<file path="src/rtl/hwpe_dma_seq.sv">
// -----------------------------------------------------------------------------
// hwpe_dma_seq
//
// Autonomous load sequencer for the HWPE. One start command makes it fetch
// 64-bit words from an external read port and stream them into the HWPE SRAM
// write port in three phases:
//   FMAP1 : fmap_base               -> HWPE address 0
//   FMAP2 : fmap_base + fmap2_off   -> FMEM_ADDR2_START
//   KERN  : kernel_base             -> KMEM_ADDR_START
// Empty phases are skipped. When the last write has retired a single-cycle
// done pulse is produced so the MCU can start issuing EAI instructions.
//
// Parameters
//   ADDR_WIDTH        width of dma_wa (must match the HWPE address width)
//   FMEM_ADDR2_START  HWPE byte address of fmap bank 2
//   KMEM_ADDR_START   HWPE byte address of the kernel SRAM
//   MAX_OUT           maximum outstanding read requests (1..8)
//
// Ports
//   clk, rst_n                 clock, asynchronous active-low reset
//   start                      one-cycle command, fields sampled when !busy
//   fmap_base, fmap2_off       source address of bank 1, offset of bank 2
//   fmap_words                 64-bit words per fmap bank
//   kernel_base, kernel_words  source address / word count of kernel data
//   busy, done                 sequence status, done is a one-cycle pulse
//   rd_req_valid/ready/addr    read request channel (valid/ready handshake)
//   rd_rsp_valid/data          in-order read response, no back-pressure
//   dma_wen/dma_wa/dma_wd      HWPE SRAM write port (registered)
//   chksum                     running XOR of written words
//
// Build option
//   HWPE_DMA_SEQ_CHKSUM_EN     when defined, chksum accumulates the XOR of
//                              every written word since the last accepted
//                              start; otherwise chksum is tied to zero.
// -----------------------------------------------------------------------------
module hwpe_dma_seq #(
  parameter int unsigned            ADDR_WIDTH       = 16,
  parameter logic [ADDR_WIDTH-1:0]  FMEM_ADDR2_START = 16'h4000,
  parameter logic [ADDR_WIDTH-1:0]  KMEM_ADDR_START  = 16'h8000,
  parameter int unsigned            MAX_OUT          = 4
) (
  input  logic                  clk,
  input  logic                  rst_n,

  input  logic                  start,
  input  logic [31:0]           fmap_base,
  input  logic [31:0]           fmap2_off,
  input  logic [15:0]           fmap_words,
  input  logic [31:0]           kernel_base,
  input  logic [15:0]           kernel_words,
  output logic                  busy,
  output logic                  done,

  output logic                  rd_req_valid,
  input  logic                  rd_req_ready,
  output logic [31:0]           rd_req_addr,
  input  logic                  rd_rsp_valid,
  input  logic [63:0]           rd_rsp_data,

  output logic                  dma_wen,
  output logic [ADDR_WIDTH-1:0] dma_wa,
  output logic [63:0]           dma_wd,

  output logic [63:0]           chksum
);

  typedef enum logic [2:0] {
    S_IDLE,
    S_FMAP1,
    S_FMAP2,
    S_KERN,
    S_DRAIN,
    S_DONE
  } state_e;

  // ---------------------------------------------------------------------------
  // State
  // ---------------------------------------------------------------------------
  state_e                  state_q, state_d;

  // Command fields captured on an accepted start.
  logic [31:0]             fmap1_src_q, fmap1_src_d;
  logic [31:0]             fmap2_src_q, fmap2_src_d;
  logic [31:0]             kern_src_q,  kern_src_d;
  logic [15:0]             fmap_words_q, fmap_words_d;
  logic [15:0]             kern_words_q, kern_words_d;

  // Per-phase counters: requests issued and responses received.
  logic [15:0]             iss_q, iss_d;
  logic [15:0]             rsp_q, rsp_d;

  // Registered SRAM write port.
  logic                    wen_q, wen_d;
  logic [ADDR_WIDTH-1:0]   wa_q,  wa_d;
  logic [63:0]             wd_q,  wd_d;

  // ---------------------------------------------------------------------------
  // Current-phase decode
  // ---------------------------------------------------------------------------
  logic                    phase_active;
  logic [15:0]             phase_words;
  logic [31:0]             phase_src;
  logic [ADDR_WIDTH-1:0]   phase_dst;

  // NOTE: every signal written in an always_comb gets a default value first,
  // so no path through the block leaves it unassigned and no latch is inferred.
  always_comb begin
    phase_active = 1'b0;
    phase_words  = '0;
    phase_src    = '0;
    phase_dst    = '0;
    unique case (state_q)
      S_FMAP1: begin
        phase_active = 1'b1;
        phase_words  = fmap_words_q;
        phase_src    = fmap1_src_q;
        phase_dst    = '0;
      end
      S_FMAP2: begin
        phase_active = 1'b1;
        phase_words  = fmap_words_q;
        phase_src    = fmap2_src_q;
        phase_dst    = FMEM_ADDR2_START;
      end
      S_KERN: begin
        phase_active = 1'b1;
        phase_words  = kern_words_q;
        phase_src    = kern_src_q;
        phase_dst    = KMEM_ADDR_START;
      end
      default: ;
    endcase
  end

  // ---------------------------------------------------------------------------
  // Request / response handling
  // ---------------------------------------------------------------------------
  logic [15:0]             outstanding;
  logic                    req_fire;
  logic                    rsp_take;
  logic                    phase_end;
  logic                    start_acc;

  assign outstanding  = iss_q - rsp_q;

  // Valid depends only on registered state, so the address stays stable for
  // as long as the request waits for ready.
  assign rd_req_valid = phase_active
                      && (iss_q < phase_words)
                      && (outstanding < 16'(MAX_OUT));
  assign rd_req_addr  = phase_active ? (phase_src + {13'd0, iss_q, 3'd0}) : '0;
  assign req_fire     = rd_req_valid && rd_req_ready;

  // Responses with nothing outstanding (e.g. stragglers from before a reset)
  // are dropped instead of being written somewhere.
  assign rsp_take     = phase_active && rd_rsp_valid && (outstanding != 16'd0);

  // A phase ends only after all its responses have arrived, so no response can
  // ever be attributed to the wrong phase. The final write of the phase is on
  // the port during this cycle.
  assign phase_end    = phase_active && (rsp_q == phase_words);

  assign start_acc    = start && !busy;

  // ---------------------------------------------------------------------------
  // Next-state logic
  // ---------------------------------------------------------------------------
  always_comb begin
    state_d      = state_q;
    fmap1_src_d  = fmap1_src_q;
    fmap2_src_d  = fmap2_src_q;
    kern_src_d   = kern_src_q;
    fmap_words_d = fmap_words_q;
    kern_words_d = kern_words_q;
    iss_d        = iss_q;
    rsp_d        = rsp_q;
    wen_d        = 1'b0;
    wa_d         = wa_q;
    wd_d         = wd_q;

    if (req_fire) begin
      iss_d = iss_q + 16'd1;
    end

    if (rsp_take) begin
      rsp_d = rsp_q + 16'd1;
      wen_d = 1'b1;
      wa_d  = phase_dst + ADDR_WIDTH'({rsp_q, 3'b000});
      wd_d  = rd_rsp_data;
    end

    unique case (state_q)
      S_IDLE, S_DONE: begin
        state_d = S_IDLE;
        if (start_acc) begin
          fmap1_src_d  = fmap_base;
          fmap2_src_d  = fmap_base + fmap2_off;
          kern_src_d   = kernel_base;
          fmap_words_d = fmap_words;
          kern_words_d = kernel_words;
          iss_d        = '0;
          rsp_d        = '0;
          // With nothing to move the sequence still passes through DRAIN so
          // busy is seen for one cycle and done follows two cycles after start.
          if (fmap_words != 16'd0) begin
            state_d = S_FMAP1;
          end else if (kernel_words != 16'd0) begin
            state_d = S_KERN;
          end else begin
            state_d = S_DRAIN;
          end
        end
      end

      S_FMAP1: begin
        // FMAP2 shares the word count, so it is never empty here.
        if (phase_end) begin
          state_d = S_FMAP2;
          iss_d   = '0;
          rsp_d   = '0;
        end
      end

      S_FMAP2: begin
        if (phase_end) begin
          iss_d = '0;
          rsp_d = '0;
          if (kern_words_q != 16'd0) begin
            state_d = S_KERN;
          end else begin
            state_d = S_DRAIN;
          end
        end
      end

      S_KERN: begin
        if (phase_end) begin
          state_d = S_DRAIN;
          iss_d   = '0;
          rsp_d   = '0;
        end
      end

      // One extra cycle so the last write has retired before done.
      S_DRAIN: state_d = S_DONE;

      default: state_d = S_IDLE;
    endcase
  end

  // ---------------------------------------------------------------------------
  // Registers
  // ---------------------------------------------------------------------------
  // NOTE: sequential state is updated with non-blocking assignments only, so
  // every flop samples the values of the previous cycle regardless of the
  // order in which the simulator evaluates processes.
  always_ff @(posedge clk or negedge rst_n) begin
    if (!rst_n) begin
      state_q      <= S_IDLE;
      fmap1_src_q  <= '0;
      fmap2_src_q  <= '0;
      kern_src_q   <= '0;
      fmap_words_q <= '0;
      kern_words_q <= '0;
      iss_q        <= '0;
      rsp_q        <= '0;
      wen_q        <= 1'b0;
      wa_q         <= '0;
      wd_q         <= '0;
    end else begin
      state_q      <= state_d;
      fmap1_src_q  <= fmap1_src_d;
      fmap2_src_q  <= fmap2_src_d;
      kern_src_q   <= kern_src_d;
      fmap_words_q <= fmap_words_d;
      kern_words_q <= kern_words_d;
      iss_q        <= iss_d;
      rsp_q        <= rsp_d;
      wen_q        <= wen_d;
      wa_q         <= wa_d;
      wd_q         <= wd_d;
    end
  end

  // ---------------------------------------------------------------------------
  // Outputs
  // ---------------------------------------------------------------------------
  assign busy    = (state_q == S_FMAP1) || (state_q == S_FMAP2)
                || (state_q == S_KERN)  || (state_q == S_DRAIN);
  assign done    = (state_q == S_DONE);
  assign dma_wen = wen_q;
  assign dma_wa  = wa_q;
  assign dma_wd  = wd_q;

`ifdef HWPE_DMA_SEQ_CHKSUM_EN
  logic [63:0] chk_q, chk_d;

  // Accumulates the word actually presented on the write port; the last
  // write is folded in before done, so the value is final while done is high.
  always_comb begin
    chk_d = chk_q;
    if (start_acc) begin
      chk_d = '0;
    end else if (wen_q) begin
      chk_d = chk_q ^ wd_q;
    end
  end

  always_ff @(posedge clk or negedge rst_n) begin
    if (!rst_n) begin
      chk_q <= '0;
    end else begin
      chk_q <= chk_d;
    end
  end

  assign chksum = chk_q;
`else
  assign chksum = 64'h0;
`endif

endmodule

</file>
<file path="config.mk">
export PLATFORM = sky130hd
export DESIGN_NAME = hwpe_dma_seq
export DESIGN_NICKNAME = d
export VERILOG_FILES = /design/src/rtl/hwpe_dma_seq.sv
export SDC_FILE = /design/constraint.sdc
export NUM_CORES = 1
export LEC_CHECK = 0
export ABC_AREA = 1
export CAP_MARGIN = 30
export CORE_UTILIZATION = 40
export CTS_CLUSTER_DIAMETER = 150
export DETAILED_ROUTE_END_ITERATION = 7
export PLACE_DENSITY = 0.67
export SLEW_MARGIN = 20
export SYNTH_ARGS = -nofsm -noshare
export SYNTH_HDL_FRONTEND = slang
export SYNTH_SLANG_ARGS = --single-unit
</file>
<file path="constraint.sdc">
create_clock -name clk -period 7.4 [get_ports clk]
set_input_delay 1.85 -clock clk [delete_from_list [all_inputs] [get_ports clk]]
set_output_delay 1.85 -clock clk [all_outputs]
set_load 0.02 [all_outputs]
</file>
==> summary.txt <==
Global routing
  – Met1 Use GR: 31.4%
  – Initial antenna violation count: 0
  – Global Route Usage Sum: 24.0%
  – Met3 GRT Util: 2.90%
  – Vias in the first global route: 13900
  – Met2 Use GR: 41.4%
  – GRT Max-Usage Layer: met2
  – Largest net degree at the start of global routing: 132
  – First-pass GRT wire length: 74.2 mm
  – Grt total ovfl: 0

Placement
  – Pre-CTS setup slack: 915 ps
  – Port Buf Inserts: 309
  – Post-DP HPWL: 37.3 mm
  – Placed Cells: 2903
  – GP Congestion: 0.962

Layout
  – Final Net Count: 2701
  – Layout overhead on the synthesized area: 27.2%
  – Fin cells: 2952
  – Fraction of layout cells with a size suffix above 1: 3.89%
  – Fill count: 3688
  – N_diodes: 0

Setup path
  – CP Class: flip-flop to output pin
  – Critical Path End Type: output pin
  – Worst setup SP type: flip-flop
  – Worst-path fanout max: 18
  – R2r endpoint: iss_q[2]
  – Crit Reg-Reg Startpoint: state_q[0]
  – Flop2flop setup slack: 3210 ps
  – Required time of the critical path: 5550 ps
  – Number of cells on the worst reg-to-reg path: 17
  – CP arrival: 5150 ps

Floorplan
  – Core area: 37800 sq um
  – # rows: 71
  – Die Ht: 198 um
  – Num ports: 377
  – Die width: 198 um
  – Die area: 39200 sq um
  – Initial Utilization: 40.7%

Synth
  – Syn avg cell area: 7.19 sq um
  – Most common cell in the netlist: nand2_1
  – Synthesized instance count: 2138
  – Sequential area share after synthesis: 39.2%
  – Top_reg_cell synth: dfrtp_1
  – Post-synth cell types: 51
  – Post-Synthesis Cell Area: 15400 sq um
  – Async S/R FF share, synth: 100%
  – Leading post-synthesis cells by cell area: dfrtp_1, nand2_1, ha_1
  – Yosys top cell by area: dfrtp_1
  – Seq cells post-synth: 241
  – EDFF count, synth: 0
  – Post-synth top cells: nand2_1, dfrtp_1, inv_1
  – Synthesis Warnings: 0
  – Share of the synthesized area in the top cell type: 39.2%

CTS
  – Hold Buf Count CTS: 0
  – CTS root buf: clkbuf_16
  – CTS buffer count: 27
  – Clk sinks: 241
  – Htree depth: 1
  – Clock transition at path regs: 60 ps
  – Post-CTS Resized: 0
  – Max Root-Sink Buffers: 3
  – TritonCTS clock tree: done
  – Clk Latency, worst-skew pair: 540 ps
  – Setup Fix Bufs, Post-CTS: 0

Drt
  – Final wirelength: 48.0 mm
  – DRT iter0 DRCs: 966
  – WL/cell: 16.3 um
  – Antenna-violating nets left: 0
  – Vias: 14600
  – 1st-pass router iterations: 5
  – Vias per cell: 4.94
  – DR DRC count: 0

Flow run
  – Max-cap viol count: 0

Power
  – Combinational Power Share: 21.7%
  – Int Power: 2.58 mW
  – Pwr dens: 187 nW/um^2
  – Switching share of power: 29.6%
  – Sequential share of power: 39.3%
  – Clk pwr share: 39.0%
  – Switching power: 1.08 mW
  – VDD IR max: 0.000180 V
  – Leak Pwr: 9.99 nW

STA
  – Slew Viols, Final: 0
  – Setup TNS: 0 ps
  – Least-Margin Pin Slew: 951 ps
  – Setup Skew: 11.5 ps
  – Hold_ws: 477 ps
  – FMAX: 143 MHz
  – Post-layout min period: 7000 ps
  – Final period utilization: 94.6%
  – Post-route setup slack: 400 ps
  – RSZ-0062 raised after global routing: false
  – Fin. Hold Viols: 0
  – Setup violators final: 0
  – Worst slew margin: 36.6%

Hold path
  – Worst Hold Endpoint: dma_wd[53]
  – Hold Path Class: flip-flop to flip-flop
  – Hold path depth: 2
  – HP Start: dma_wd[53]

Status
  – Status: finished clean
[power by group through the flow]
stage / Combinational, mW / Clock [mW] / Sequential (mW)
finish: 0.796 / 1.43 / 1.44
floorplan: 0.417 / 0 / 1.51
CTS: 0.797 / 1.45 / 1.44
global route: 0.880 / 1.51 / 1.45
detailed placement: 0.794 / 0 / 1.46
global placement: 0.786 / 0 / 1.46
[worst max-delay path: stages, from the launching register on]
cell	delay, ps
dfrtp_1	400
inv_2	80
nand3_1	490
clkinvlp_4	520
nand2_1	150
nand3_1	80
ha_1	360
nand3_1	100
nand2_1	120
nand2_1	60
nand2_1	60
a21oi_1	90
o21ai_0	470
a21o_1	250
nand2_1	70
nand2_1	250
nand2_1	150
nor2_1	150
o21ai_0	90
o21ai_0	90
inv_1	60
clkdlybuf4s50_1	530
[logic make-up (layout without fill, tap and decap cells)]
| kind of cell | after synthesis | in the layout | synth area share [%] |
|---|---|---|---|
| simple gates | 1132 | 1132 | 29.8 |
| buf+inv | 350 | 587 | 11.0 |
| compound gates | 285 | 285 | 10.5 |
| flops | 241 | 241 | 39.2 |
| fa+ha+maj | 83 | 83 | 6.90 |
| xor+xnor | 45 | 45 | 2.56 |
| other cells | 1 | 67 | 0.0244 |
| mux | 1 | 1 | 0.0732 |
[state kept, by name (all words and copies together) (netlist names)]
register / flops
kern_words_q: 16
state_q: 3
iss_q: 16
fmap1_src_q: 32
fmap_words_q: 16
rsp_q: 16
dma_wen: 1
kern_src_q: 32
fmap2_src_q: 32
dma_wa: 13
dma_wd: 64
[through the flow]
stage / area (sq um) / util (%) / power, mW
2_1_floorplan: 15600 / - / 1.92
3_3_place_gp: 18600 / 49.3 / 2.24
3_5_place_dp: 18600 / 49.3 / 2.26
4_1_cts: 19600 / 51.8 / 3.69
5_1_grt: 19600 / 51.8 / 3.84
6_report: 19600 / 51.8 / 3.66
[layout by cell type (no fill, tap or decap), drive strengths merged, types with 2 or more instances in the layout]
cell,netlist,routed
nand2,838,838
nor3,20,20
conb,1,67
fa,3,3
or2,5,5
a221oi,2,2
ha,80,80
clkinv,1,6
nand3,103,103
a21boi,6,6
dfrtp,241,241
o21bai,10,10
o211ai,9,9
a21o,5,5
o22ai,2,2
clkinvlp,0,4
xor2,32,32
and2,2,2
nand4,30,30
xnor2,13,13
o21ai,142,142
clkdlybuf4s50,0,308
nor2,117,117
bufinv,0,4
nand3b,2,2
a22oi,14,14
a31oi,2,2
buf,113,13
a211oi,2,2
nor4,14,14
o21a,2,2
clkbuf,20,36
a21oi,86,86
inv,216,216
[area by class of cell]
cell class / instances / area (sq um) / share of cell area [%]
multi-input combinational: 1613 / 7920 / 40.5
sequential: 241 / 6030 / 30.8
timing repair buffer: 321 / 3200 / 16.4
inverter: 217 / 820 / 4.19
clock buffer: 36 / 769 / 3.93
tap: 511 / 639 / 3.27
clock inverter: 13 / 180 / 0.921
[worst max-delay path by stage]
stage	depth (start not counted)	from	end
4_1_cts	21	state_q[0]	rd_req_addr[28]
2_1_floorplan	21	state_q[2]	rd_req_addr[17]
5_1_grt	20	state_q[0]	rd_req_addr[30]
3_3_place_gp	18	state_q[0]	rd_req_addr[31]
6_report	21	state_q[0]	rd_req_addr[28]
3_5_place_dp	21	state_q[0]	rd_req_addr[28]
[layer usage]
layer | share of wire, % | wire length, um
met2 | 48 | 23300
met4 | 2.8 | 1330
met5 | 0 | 0
met1 | 43 | 20500
met3 | 6.0 | 2870
No activity file was read; power rests on OpenSTA's default activity.
